[config.mk]
export PLATFORM = sky130hd
export DESIGN_NAME = rpm_pulse_counter
export DESIGN_NICKNAME = d
export VERILOG_FILES = /design/src/rtl/rpm_pulse_counter.sv
export SDC_FILE = /design/constraint.sdc
export NUM_CORES = 1
export LEC_CHECK = 0
export BUFFER_PORTS_ARGS = -buffer_cell sky130_fd_sc_hd__buf_2
export CAP_MARGIN = 10
export CORE_AREA = 4 4 126 68
export CTS_CLUSTER_DIAMETER = 30
export DETAILED_ROUTE_END_ITERATION = 16
export DIE_AREA = 0 0 130 72
export GPL_TIMING_DRIVEN = 0
export PLACE_DENSITY_LB_ADDON = 0.25
export SETUP_SLACK_MARGIN = 0.02
export SYNTH_ARGS = -nofsm -noshare
export SYNTH_HDL_FRONTEND = slang
export SYNTH_SLANG_ARGS = --single-unit
export TNS_END_PERCENT = 50
[constraint.sdc]
create_clock -name clk -period 4.5 [get_ports clk]
set_clock_uncertainty 0.2 [all_clocks]
set_input_delay 0.225 -clock clk [delete_from_list [all_inputs] [get_ports clk]]
set_output_delay 0.225 -clock clk [all_outputs]
set_load 0.05 [all_outputs]
[src/rtl/rpm_pulse_counter.sv]
// Hall-sensor pulse counter: sync + debounce front end, gated edge counting,
// and RPM conversion published with a one-cycle valid strobe.
module rpm_pulse_counter #(
  parameter int CNT_W           = 16,
  parameter int RPM_W           = 16,
  parameter int RPM_SCALE       = 60,
  parameter int DEBOUNCE_CYCLES = 4
) (
  input  logic             clk,
  input  logic             rst,
  input  logic             hall_in,
  input  logic             count_en,
  input  logic             done,
  output logic             pulse_seen,
  output logic [RPM_W-1:0] rpm,
  output logic             rpm_valid,
  output logic             overflow
);

  localparam int PROD_W = CNT_W + $clog2(RPM_SCALE + 1);
  localparam int EXT_W  = ((PROD_W > RPM_W) ? PROD_W : RPM_W) + 1;
  localparam int DB_W   = $clog2(DEBOUNCE_CYCLES + 1);
  localparam logic [DB_W-1:0]  DB_LAST = DB_W'(DEBOUNCE_CYCLES - 1);
  localparam logic [CNT_W-1:0] CNT_MAX = '1;
  localparam logic [EXT_W-1:0] RPM_MAX = {{(EXT_W - RPM_W){1'b0}}, {RPM_W{1'b1}}};

  typedef enum logic [1:0] {IDLE, GATING, CALC, PUBLISH} state_t;

  logic            sync1;
  logic            hall_s;
  logic            hall_f;
  logic            hall_f_d;
  logic [DB_W-1:0] db_cnt;

  state_t          state_q;
  state_t          state_d;
  logic [CNT_W-1:0] count;
  logic            sat;
  logic [EXT_W-1:0] prod;
  logic            prod_sat;

  // Front end: hall_f only moves after DEBOUNCE_CYCLES consecutive disagreeing samples.
  always_ff @(posedge clk) begin
    if (rst) begin
      sync1      <= 1'b0;
      hall_s     <= 1'b0;
      hall_f     <= 1'b0;
      hall_f_d   <= 1'b0;
      db_cnt     <= '0;
      pulse_seen <= 1'b0;
    end else begin
      sync1      <= hall_in;
      hall_s     <= sync1;
      hall_f_d   <= hall_f;
      pulse_seen <= hall_f & ~hall_f_d;
      if (hall_s == hall_f) begin
        db_cnt <= '0;
      end else if (db_cnt == DB_LAST) begin
        hall_f <= hall_s;
        db_cnt <= '0;
      end else begin
        db_cnt <= db_cnt + 1'b1;
      end
    end
  end

  always_comb begin
    state_d = state_q;
    case (state_q)
      IDLE:    if (count_en) state_d = GATING;
      GATING: begin
        if (count_en)  state_d = GATING;
        else if (done) state_d = CALC;
        else           state_d = IDLE;
      end
      CALC:    state_d = PUBLISH;
      PUBLISH: state_d = IDLE;
      default: state_d = IDLE;
    endcase
  end

  assign prod     = EXT_W'(count) * EXT_W'(RPM_SCALE);
  assign prod_sat = (prod > RPM_MAX);

  // rpm/overflow are loaded on the CALC->PUBLISH edge so they change together with rpm_valid.
  always_ff @(posedge clk) begin
    if (rst) begin
      state_q   <= IDLE;
      count     <= '0;
      sat       <= 1'b0;
      rpm       <= '0;
      rpm_valid <= 1'b0;
      overflow  <= 1'b0;
    end else begin
      state_q   <= state_d;
      rpm_valid <= (state_q == CALC);
      case (state_q)
        IDLE: begin
          if (count_en) begin
            count <= CNT_W'(pulse_seen);
            sat   <= 1'b0;
          end
        end
        GATING: begin
          if (count_en && pulse_seen) begin
            if (count == CNT_MAX) sat <= 1'b1;
            else                  count <= count + 1'b1;
          end
        end
        CALC: begin
          rpm      <= prod_sat ? RPM_MAX[RPM_W-1:0] : prod[RPM_W-1:0];
          overflow <= sat | prod_sat;
        end
        default: ;
      endcase
    end
  end

endmodule

==> results of run 1 <==
metal layers:
metal,vias to the layer above,GRT usage (%)
met3,5,5.37
met5,-,0
met4,0,3.11
met1,1331,32.0
li1,1405,-
met2,42,22.2
final timing paths:
| path | slack (ns) | cells after the start | to |
|---|---|---|---|
| setup / recovery | 0.20 | 14 | rpm[11] |
| hold / removal | 0.02 | 3 | flop |
| setup reg to reg | 0.20 | 14 | rpm[11] |
| hold reg to reg | 0.19 | 1 | pulse_seen |
power by group through the flow:
stage               Combinational (W)  Sequential (W)  Clock (W)
CTS                         0.0000679        0.000402   0.000440
detailed placement          0.0000663        0.000411          0
global placement            0.0000660        0.000411          0
global route                0.0000741        0.000402   0.000459
floorplan                   0.0000321        0.000427          0
finish                      0.0000681        0.000402   0.000431
cells in the final DEF (no fill, tap or decap), drive strengths merged, types with 6 or more instances in the layout:
cell	Yosys	layout
xnor2	19	19
a31oi	7	7
a21oi	25	25
a311oi	9	9
o21ai	9	9
inv	58	59
nor3	7	7
nand3	10	10
o21bai	9	9
fa	29	29
dfxtp	44	44
nor2b	8	8
nand2	19	19
clkbuf	9	14
nor2	38	38
a21o	6	6
buf	5	27
ha	39	39
worst reg2reg max path: stages (launching register included):
cell	delay [ns]
sky130_fd_sc_hd__dfxtp_4	0.39
sky130_fd_sc_hd__inv_1	0.11
sky130_fd_sc_hd__fa_1	0.53
sky130_fd_sc_hd__fa_1	0.53
sky130_fd_sc_hd__inv_1	0.04
sky130_fd_sc_hd__ha_1	0.36
sky130_fd_sc_hd__and3_1	0.24
sky130_fd_sc_hd__a221oi_4	0.36
sky130_fd_sc_hd__o211ai_4	0.16
sky130_fd_sc_hd__a2111oi_4	0.39
sky130_fd_sc_hd__nor3_1	0.09
sky130_fd_sc_hd__nor4bb_1	0.29
sky130_fd_sc_hd__buf_4	0.21
sky130_fd_sc_hd__buf_6	0.16
sky130_fd_sc_hd__a311oi_2	0.09
logic make-up after synthesis:
family | after synthesis
buf+inv | 72
flops | 44
mux | 2
compound gates | 85
xor+xnor | 24
fa+ha+maj | 68
simple gates | 104
cell type report:
type | instances | area (sq um)
fill | 716 | 3510
multi-input combinational | 283 | 2470
sequential | 44 | 888
inverter | 58 | 218
timing repair buffer | 24 | 130
clock buffer | 5 | 125
tap | 100 | 125
buffer | 14 | 76.3
clock inverter | 3 | 46.3
what timing repair did:
action,in CTS,in global routing
endpoints found under the hold margin,2,0
pin swaps,0,1
setup endpoints to repair,10,16
gates resized for setup,2,9
hold buffers,2,0
per-stage QoR:
stage / instance area, sq um / hold slack (ns) / total power (W)
floorplan: 3630 / 0.153 / 0.000459
finish: 4080 / 0.0170 / 0.000901
global placement: 3870 / 0.173 / 0.000477
CTS: 4070 / 0.0101 / 0.000910
global route: 4080 / 0.0482 / 0.000936
detailed placement: 3870 / 0.179 / 0.000477
cell usage after synthesis (all sizes together), types with 6 or more instances:
cell type | number | area (sq um)
inv | 58 | 218
dfxtp | 44 | 881
ha | 39 | 488
nor2 | 38 | 143
fa | 29 | 581
a21oi | 25 | 125
nand2 | 19 | 71.3
xnor2 | 19 | 166
nand3 | 10 | 50.1
a311oi | 9 | 91.3
clkbuf | 9 | 33.8
o21ai | 9 | 45.0
o21bai | 9 | 67.6
nor2b | 8 | 50.1
a31oi | 7 | 43.8
nor3 | 7 | 35.0
a21o | 6 | 45.0
==> reports/results.md, run 1 <==
* **crit path kind** flop to flop
* **period utilisation layout** 95.5%
* **post-route antenna net violation count** 0
* **switching fraction of total power** 24.4%
* **post-synthesis share of cell area spent on and, or, nand and nor gates** 14.0%
* **core area** 7600 sq um
* **register with the highest flop count** count
* **Max stage delay on crit path** 0.53 ns
* **sum of net half-perimeters after detailed placement** 6.60 mm
* **Clock power frac** 47.9%
* **post-layout instance count excluding filler cells** 531
* **wire length of the first global-routing pass** 13.5 mm
* **critical hold path startpoint** count_en
* **most common flop cell mapped by yosys** sky130_fd_sc_hd__dfxtp_1
* **pre-CTS setup slack** -0.0225 ns
* **number of synthesized flops with an enable pin** 0
* **internal power consumption** 0.000681 W
* **leakage power total** 1.85 nW
* **length of routed wiring on met1** 4.79 mm
* **share of layout cells above drive strength 1** 12.1%
* **H-tree depth reported by CTS** 2
* **count of mapped cells out of synthesis** 399
* **post-synthesis adder-cell area fraction** 29.4%
* **number of global-route vias before repair** 2549
* **Final Core Density** 53.7%
* **arrival time worst endpoint** 4.25 ns
* **Max Buffers Root-to-Sink** 2
* **Clock Sink Count** 44
* **number of buffers inserted during clock tree synthesis** 5
* **Max Transition Viols Final** 0
* **proportion of synthesized area in mux cells** 0.551%
* **DRT iter0 DRCs** 171
* **antenna fix cells** 0
* **number of remaining DRC errors** 0
* **post-CTS setup buffer count** 0
* **combinational power share** 7.6%
* **GRT Total Usage** 18.7%
* **Max Cap Violations** 0
* **Compound-Gate Fraction of Synth Area** 17.9%
* **Post-Route WL** 8.12 mm
* **Critical Path Start** count[3]
* **post-synthesis share of cell area spent on xor and xnor gates** 5.79%
* **clock insertion delay at the later pin of the skew report** 0.30 ns
* **top flop regs** count x16, rpm x15, db_cnt x3
* **GP Congestion** 0.916
* **cell family with most CP delay** adder cells
* **Max stage delay cell, worst path** sky130_fd_sc_hd__fa_1
* **initial cell density of the core** 47.8%
* **clock input transition at the sequential cells of the worst setup and hold paths** 0.07 ns
* **achievable clock frequency** 233 MHz
* **antenna violations before repair** 0
* **Max IR drop VDD** 0.000135 V
* **number of distinct library cells after synthesis** 51
* **startpoint class of the critical path** flop
* **number of endpoints with negative hold slack in the final report** 0
* **root buffer selected by CTS** sky130_fd_sc_hd__clkbuf_16
* **sequential share of the synthesized area** 24.3%
* **power density over the cells** 221 nW/um^2
* **Switch Pwr** 0.000220 W
* **Synth Cell Area** 3630 sq um
* **PortBufs** 22
* **CTS tree** yes
* **Mapped Avg Cell Area** 9.10 sq um
* **wire length on met2** 2.90 mm
* **Worst-Margin Slew** 0.670 ns
* **post-layout min period** 4.30 ns
* **count of boundary I/O pins** 24
* **number of flip-flops in the largest register** 16
* **number of warnings printed during yosys synthesis** 0
* **Critical Path, Cell by Cell** inv_1 -> fa_1 -> fa_1 -> inv_1 -> ha_1 -> and3_1 -> a221oi_4 -> o211ai_4 -> a2111oi_4 -> nor3_1 -> nor4bb_1 -> buf_4 -> buf_6 -> a311oi_2
* **proportion of register bits with asynchronous set or reset after synthesis** 0%
* **launch point of the worst reg-to-reg path** count[3]
* **via/cell ratio** 5.24
* **remaining max-slew budget at the tightest pin** 55.3%
* **net count of the mapped netlist** 472
* **endpoint class of the critical path** flop
* **unrepaired setup endpoints after global routing** no
* **wire length on met3** 364 um
* **detailed-route via count** 2783
* **largest family of logic cells by synthesized area** adder cells
* **Yosys reg bits** 44
* **height of the chip** 72 um
* **smallest setup slack after layout** 0.205 ns
* **count of buffering cells on the critical path with inverters included** 4
* **largest fanout on the critical path** 10
* **uppermost routed layer** met4
* **total die area** 9360 sq um
* **# rows** 23
* **total number of nets in the final design** 503
* **status** complete, no violations
* **Reg power frac** 44.6%
* **final total negative setup slack** 0 ns
* **maximum number of pins on one net before global-route repair** 16
* **Final setup violation count** 0
* **critical path required time** 4.45 ns
* **wire length per cell** 15.3 um
* **Worst Hold Class** primary input to flop
* **DIE WIDTH** 130 um
* **global route total overflow** 0
* **layout overhead on the synthesized area** 12.4%
* **router iterations before antenna repair** 4
* **number of instances in the placed design** 521
Note: power is estimated with default switching activity, not from simulation.
==> inputs of run 2 (changes only) <==
--- a/config.mk
+++ b/config.mk
@@ -7,10 +7,10 @@
 export LEC_CHECK = 0
 export BUFFER_PORTS_ARGS = -buffer_cell sky130_fd_sc_hd__buf_2
 export CAP_MARGIN = 10
-export CORE_AREA = 4 4 126 68
+export CORE_AREA = 4 4 114 62
 export CTS_CLUSTER_DIAMETER = 30
 export DETAILED_ROUTE_END_ITERATION = 16
-export DIE_AREA = 0 0 130 72
+export DIE_AREA = 0 0 118 66
 export GPL_TIMING_DRIVEN = 0
 export PLACE_DENSITY_LB_ADDON = 0.25
 export SETUP_SLACK_MARGIN = 0.02
==> run 2 against run 1 <==
Effect of this change: sequential power about the same; first-iteration DRC count decreased by 5.3%; sequential share of layout area about the same; count of clock-buffer cells in the layout increased by 1; core utilization increased by 14 points; die area decreased by 17%; sequential cell count unchanged; highest routed layer unchanged; largest power group unchanged; critical endpoint is now rpm[12].
==> reports/results.md, run 2 (synthesis gave the netlist of run 1 again) <==
* **area taken by flip-flops and latches** 883 sq um, -0.56%
* **Switch Pwr** 0.000212 W, -3.6%
* **leading cell types in the layout, fill and taps excluded** 56 x sky130_fd_sc_hd__inv_1, 42 x sky130_fd_sc_hd__dfxtp_1, 38 x sky130_fd_sc_hd__nor2_1, 38 x sky130_fd_sc_hd__ha_1, 29 x sky130_fd_sc_hd__fa_1
* **initial cell density of the core** 61.0%, +13 points
* **Worst Hold Class** primary input to flop
* **unrepaired setup endpoints after global routing** no
* **number of remaining DRC errors** 0, unchanged
* **share of layout cells above drive strength 1** 11.6%, -0.46 points
* **top flop regs** count x16, rpm x15, db_cnt x3
* **Final setup violation count** 0, unchanged
* **layout overhead on the synthesized area** 11.8%
* **post-route antenna net violation count** 0, unchanged
* **Max Transition Viols Final** 0, unchanged
* **endpoint class of the critical path** flop
* **register with the highest flop count** count
* **smallest setup slack after layout** 0.201 ns, -0.00318 ns
* **period utilisation layout** 95.5%, about the same
* **H-tree depth reported by CTS** 2, unchanged
* **number of buffers inserted during clock tree synthesis** 5, unchanged
* **Worst-Margin Slew** 0.707 ns, +0.0364 ns
* **achievable clock frequency** 233 MHz, about the same
* **antenna violations before repair** 0, unchanged
* **Clock Sink Count** 44, unchanged
* **multi-input logic area** 2480 sq um, +0.25%
* **internal power consumption** 0.000695 W, +2.1%
* **root buffer selected by CTS** sky130_fd_sc_hd__clkbuf_16
* **total die area** 7790 sq um, -17%
* **Post-Route WL** 7.45 mm, -8.3%
* **Max Cap Violations** 0, unchanged
* **total number of nets in the final design** 503, unchanged
* **detailed-route via count** 2839, +2.0%
* **number of global-route vias before repair** 2844, +12%
* **clock input transition at the sequential cells of the worst setup and hold paths** 0.07 ns, about the same
* **number of flip-flops in the largest register** 16, unchanged
* **Max Buffers Root-to-Sink** 2, unchanged
* **sum of net half-perimeters after detailed placement** 5.88 mm, -11%
* **Max IR drop VDD** 0.000127 V, -5.5%
* **maximum number of pins on one net before global-route repair** 15, -1
* **Final Total Pwr** 0.000907 W, +0.69%
* **power density over the cells** 224 nW/um^2, +1.3%
* **post-layout min period** 4.30 ns, +0.00318 ns
* **most common library cell in the layout ignoring fill and taps** sky130_fd_sc_hd__inv_1
* **arrival time worst endpoint** 4.24 ns, about the same
* **pre-CTS setup slack** 0.0220 ns, +0.0445 ns
* **final total negative setup slack** 0 ns, unchanged
* **GP Congestion** 0.921, +0.56%
* **combinational power share** 7.2%, -0.4 points
* **clock insertion delay at the later pin of the skew report** 0.29 ns, about the same
* **router iterations before antenna repair** 4, unchanged
* **wire length on met2** 3.44 mm, +19%
* **CTS tree** yes
* **# rows** 20, -13%
* **switching fraction of total power** 23.4%, -1.0 points
* **wire length of the first global-routing pass** 13.0 mm, -3.1%
* **leakage power total** 1.85 nW, -0.21%
* **remaining max-slew budget at the tightest pin** 52.8%, -2.5 points
* **via/cell ratio** 5.59, +6.6%
* **Clock power frac** 48.5%, +0.6 points
* **critical path required time** 4.45 ns, about the same
* **PortBufs** 22, unchanged
* **largest fanout on the critical path** 10, unchanged
* **height of the chip** 66 um, -8.3%
* **status** complete, no violations
* **wire length per cell** 14.7 um, -4.1%
* **antenna fix cells** 0, unchanged
* **wire length on met3** 431 um, +18%
* **length of routed wiring on met1** 3.50 mm, -27%
* **crit path kind** flop to flop
* **count of boundary I/O pins** 24, unchanged
* **core area** 5960 sq um, -22%
* **Reg power frac** 44.3%, -0.3 points
* **GRT Total Usage** 20.5%, +1.8 points
* **FILL cells** 453, -37%
* **startpoint class of the critical path** flop
* **uppermost routed layer** met4
* **number of endpoints with negative hold slack in the final report** 0, unchanged
* **global route total overflow** 0, unchanged
* **DRT iter0 DRCs** 162, -5.3%
* **DIE WIDTH** 118 um, -9.2%
## run 2: cell count changes in the layout (fill, tap and decap cells not counted), sizes merged
| cell | change |
|---|---|
| dlygate4sd3 | -1 |
| clkinvlp | -1 |
| clkinv | +1 |
| buf | +1 |
| inv | -1 |
| clkbuf | +1 |
## run 2: layout make-up
class / count / area share, %
flip-flops and latches: 44 / 21.8
clock buffers: 6 / 3.42
multi-input cells: 283 / 61.1
plain buffers: 14 / 1.88
clock inverters: 2 / 0.956
inverters: 58 / 5.36
repair buffers: 24 / 3.14
well taps: 77 / 2.37
## run 2: repair_timing
action                                  in CTS  in global routing
gates resized for setup                      1                  8
endpoints found under the setup margin       2                 15
setup buffers                                0                  1
hold buffers                                 1                  0
pin swaps                                    0                  1
endpoints found under the hold margin        1                  0
gates cloned                                 0                  0
## run 2: critical path, cell delays in order (launching register included)
cell	delay [ns]
sky130_fd_sc_hd__dfxtp_2	0.40
sky130_fd_sc_hd__inv_1	0.13
sky130_fd_sc_hd__fa_1	0.52
sky130_fd_sc_hd__fa_1	0.52
sky130_fd_sc_hd__inv_1	0.04
sky130_fd_sc_hd__ha_1	0.37
sky130_fd_sc_hd__a21o_1	0.22
sky130_fd_sc_hd__a221oi_4	0.40
sky130_fd_sc_hd__o211ai_4	0.14
sky130_fd_sc_hd__a2111oi_4	0.39
sky130_fd_sc_hd__nor3_1	0.09
sky130_fd_sc_hd__nor4bb_1	0.29
sky130_fd_sc_hd__buf_4	0.20
sky130_fd_sc_hd__buf_6	0.15
sky130_fd_sc_hd__a311oi_2	0.09
## run 2: power groups by stage
stage | clock network [W] | logic (W) | registers (W)
2_1_floorplan | 0 | 0.0000321 | 0.000427
3_3_place_gp | 0 | 0.0000631 | 0.000410
3_5_place_dp | 0 | 0.0000646 | 0.000411
4_1_cts | 0.000443 | 0.0000653 | 0.000402
5_1_grt | 0.000462 | 0.0000711 | 0.000403
6_report | 0.000440 | 0.0000652 | 0.000402
## run 2: path summary, 6_finish.rpt
kind	startpoint	cells after the start	slack [ns]	end
setup / recovery	count[3]	14	0.20	rpm[12]
hold / removal	done	3	0.01	flop
setup reg to reg	count[3]	14	0.20	rpm[12]
hold reg to reg	hall_f_d	1	0.19	pulse_seen
## run 2: through the flow
step / std cells / util, % / hold slack [ns] / instance area (sq um)
final: 508 / 68.2 / 0.0123 / 4060
after global routing: 508 / 68.2 / 0.0381 / 4060
after CTS: 507 / 67.8 / 0.0119 / 4040
after detailed placement: 498 / 64.4 / 0.180 / 3840
after global placement: 498 / 64.4 / 0.174 / 3840
after floorplan: 399 / - / 0.153 / 3630
## run 2: metal layers
metal | vias to the layer above | track usage, %
met5 | - | 0
met4 | 0 | 5.69
met3 | 8 | 3.42
met2 | 79 | 36.0
met1 | 1358 | 26.6
li1 | 1394 | -
==> inputs of run 3 (changes only) <==
--- a/config.mk
+++ b/config.mk
@@ -7,12 +7,12 @@
 export LEC_CHECK = 0
 export BUFFER_PORTS_ARGS = -buffer_cell sky130_fd_sc_hd__buf_2
 export CAP_MARGIN = 10
-export CORE_AREA = 4 4 114 62
+export CORE_AREA = 4 4 82 84
 export CTS_CLUSTER_DIAMETER = 30
 export DETAILED_ROUTE_END_ITERATION = 16
-export DIE_AREA = 0 0 118 66
+export DIE_AREA = 0 0 86 88
 export GPL_TIMING_DRIVEN = 0
-export PLACE_DENSITY_LB_ADDON = 0.25
+export PLACE_DENSITY = 0.82
 export SETUP_SLACK_MARGIN = 0.02
 export SYNTH_ARGS = -nofsm -noshare
 export SYNTH_HDL_FRONTEND = slang
==> run 3 against run 2 <==
Effect of this change: critical path depth unchanged; sequential power hardly changed; largest cell class unchanged; design area is 0.83% lower; first-iteration DRC count down 40%; count of clock-buffer cells in the layout decreased by 1; non-clock buffer count increased by 3.
==> reports/results.md, run 3 (synthesis gave the netlist of run 1 again) <==
* **top flop regs** count x16, rpm x15, db_cnt x3
* **wire length on met2** 3.63 mm, +5.4%
* **register with the highest flop count** count
* **combinational power share** 8.5%, +1.3 points
* **final hold slack** 0.116 ns, +0.103 ns
* **area taken by flip-flops and latches** 885 sq um, +0.14%
* **root buffer selected by CTS** sky130_fd_sc_hd__clkbuf_8
* **clock input transition at the sequential cells of the worst setup and hold paths** 0.09 ns, +0.02 ns
* **number of cell instances on the worst register-to-register path** 14, unchanged
* **post-layout instance count excluding filler cells** 509, +0.20%
* **number of instances in the placed design** 496, -0.40%
* **maximum number of pins on one net before global-route repair** 16, +1
* **global route total overflow** 0, unchanged
* **smallest setup slack after layout** 0.260 ns, +0.0582 ns
* **Max IR drop VDD** 0.000188 V, +48%
* **layout overhead on the synthesized area** 10.9%
* **GRT Total Usage** 21.0%, +0.52 points
* **crit path kind** flop to flop
* **router iterations before antenna repair** 4, unchanged
* **FILL cells** 468, +3.3%
* **total number of nets in the final design** 506, +0.60%
* **share of layout cells above drive strength 1** 12.0%, +0.38 points
* **largest fanout on the critical path** 10, unchanged
* **length of routed wiring on met1** 3.20 mm, -8.6%
* **clock insertion delay at the later pin of the skew report** 0.31 ns, +0.02 ns
* **core area** 5920 sq um, -0.59%
* **number of remaining DRC errors** 0, unchanged
* **height of the chip** 88 um, +33%
* **pre-CTS setup slack** 0.0634 ns, +0.0415 ns
* **H-tree depth reported by CTS** 2, unchanged
* **final design area excluding fillers** 4030 sq um, -0.83%
* **Post-Route WL** 7.20 mm, -3.3%
* **DRT iter0 DRCs** 98, -40%
* **Final setup violation count** 0, unchanged
* **detailed-route via count** 2817, -0.77%
* **critical hold path startpoint** rst
* **Clock Sink Count** 44, unchanged
* **DIE WIDTH** 86 um, -27%
* **leakage power total** 1.83 nW, -0.92%
* **total die area** 7570 sq um, -2.8%
* **status** complete, no violations
* **number of flip-flops in the largest register** 16, unchanged
* **Reg power frac** 50.9%, +6.6 points
* **initial cell density of the core** 61.3%, +0.36 points
* **register-to-register setup slack** 0.26 ns, +0.06 ns
* **endpoint class of the critical path** flop
* **GP Congestion** 0.901, -2.2%
* **wire length on met3** 225 um, -48%
* **antenna fix cells** 0, unchanged
* **uppermost routed layer** met4
* **switching fraction of total power** 25.7%, +2.4 points
* **period utilisation layout** 94.2%, -1.3 points
* **startpoint class of the critical path** flop
* **launch point of the worst reg-to-reg path** count[3]
* **Worst Hold End** hall_f_d
* **critical path required time** 4.47 ns, +0.02 ns
* **remaining max-slew budget at the tightest pin** 55.3%, +2.6 points
* **antenna violations before repair** 0, unchanged
* **post-layout min period** 4.24 ns, -0.0582 ns
* **multi-input logic area** 2480 sq um, +0.10%
* **final total negative setup slack** 0 ns, unchanged
* **wire length per cell** 14.1 um, -3.5%
* **most common library cell in the layout ignoring fill and taps** sky130_fd_sc_hd__inv_1
* **post-route antenna net violation count** 0, unchanged
* **number of buffers inserted during clock tree synthesis** 5, unchanged
* **achievable clock frequency** 236 MHz, +1.4%
* **wire length of the first global-routing pass** 12.8 mm, -1.9%
* **Worst Hold Class** primary input to flop
* **Clock power frac** 40.6%, -7.9 points
* **count of boundary I/O pins** 24, unchanged
* **arrival time worst endpoint** 4.21 ns, -0.03 ns
* **unrepaired setup endpoints after global routing** no
* **Max Cap Violations** 0, unchanged
* **cell area after placement** 3830 sq um, about the same
* **Max Transition Viols Final** 0, unchanged
* **internal power consumption** 0.000585 W, -16%
* **Switch Pwr** 0.000203 W, -4.4%
* **PortBufs** 22, unchanged
* **capture instance of the worst register-to-register path** rpm[12]
* **number of endpoints with negative hold slack in the final report** 0, unchanged
* **number of global-route vias before repair** 2915, +2.5%
* **leading cell types in the layout, fill and taps excluded** 56 x sky130_fd_sc_hd__inv_1, 41 x sky130_fd_sc_hd__dfxtp_1, 39 x sky130_fd_sc_hd__ha_1
* **Worst-Margin Slew** 0.669 ns, -0.0383 ns
* **CTS tree** yes
* **Max Buffers Root-to-Sink** 2, unchanged
* **hold path cells** 2, -1
* **power density over the cells** 196 nW/um^2, -12%
* **sum of net half-perimeters after detailed placement** 5.65 mm, -3.9%
* **via/cell ratio** 5.53, -0.97%
* **# rows** 28, +40%
## run 3: area by class of cell
type | count | share of cell area [%]
clock inverter | 3 | 1.15
sequential | 44 | 22.0
clock buffer | 5 | 1.71
inverter | 58 | 5.41
timing repair buffer | 27 | 3.85
tap | 75 | 2.33
buffer | 14 | 1.90
multi-input combinational | 283 | 61.7
## run 3: metrics by stage
| step | utilization [%] | power [W] |
|---|---|---|
| 3_3_place_gp | 64.8 | 0.000474 |
| 3_5_place_dp | 64.8 | 0.000475 |
| 5_1_grt | 68.0 | 0.000810 |
| 6_report | 68.0 | 0.000788 |
| 4_1_cts | 67.4 | 0.000791 |
| 2_1_floorplan | - | 0.000459 |
## run 3: worst max path at each step
| stage | startpoint | end | depth (start not counted) |
|---|---|---|---|
| 2_1_floorplan | count[3] | rpm[11] | 14 |
| 3_3_place_gp | count[3] | rpm[11] | 14 |
| 3_5_place_dp | count[3] | rpm[12] | 14 |
| 4_1_cts | count[3] | rpm[12] | 14 |
| 5_1_grt | count[3] | rpm[12] | 14 |
| 6_report | count[3] | rpm[12] | 14 |
## run 3: metal layers
metal  GRT usage, %  vias up
li1               -     1409
met1           24.4     1345
met2           39.8       49
met3           2.92       14
met4           6.62        0
met5              0        -
## run 3: power groups by stage
stage	clock, W	sequential (W)	combinational [W]
2_1_floorplan	0	0.000427	0.0000321
3_3_place_gp	0	0.000410	0.0000639
3_5_place_dp	0	0.000410	0.0000650
4_1_cts	0.000323	0.000401	0.0000668
5_1_grt	0.000335	0.000402	0.0000730
6_report	0.000320	0.000401	0.0000668
## run 3: timing repair
action | 4_1_cts | 5_1_grt
endpoints found under the hold margin | 2 | 0
endpoints found under the setup margin | 1 | 16
pin swaps | 0 | 3
resized for setup | 1 | 9
buffers inserted | 0 | 2
hold buffers | 3 | 0
cloned | 0 | 0
## run 3: critical path: stages, from the launching register on
cell                        delay, ns
sky130_fd_sc_hd__dfxtp_2         0.41
sky130_fd_sc_hd__inv_1           0.12
sky130_fd_sc_hd__fa_1            0.51
sky130_fd_sc_hd__fa_1            0.52
sky130_fd_sc_hd__inv_1           0.05
sky130_fd_sc_hd__ha_1            0.36
sky130_fd_sc_hd__a21o_1          0.21
sky130_fd_sc_hd__a221oi_4        0.40
sky130_fd_sc_hd__o211ai_4        0.15
sky130_fd_sc_hd__a2111oi_4       0.38
sky130_fd_sc_hd__or3_1           0.14
sky130_fd_sc_hd__nor4bb_1        0.20
sky130_fd_sc_hd__buf_4           0.19
sky130_fd_sc_hd__buf_6           0.15
sky130_fd_sc_hd__a311oi_2        0.09
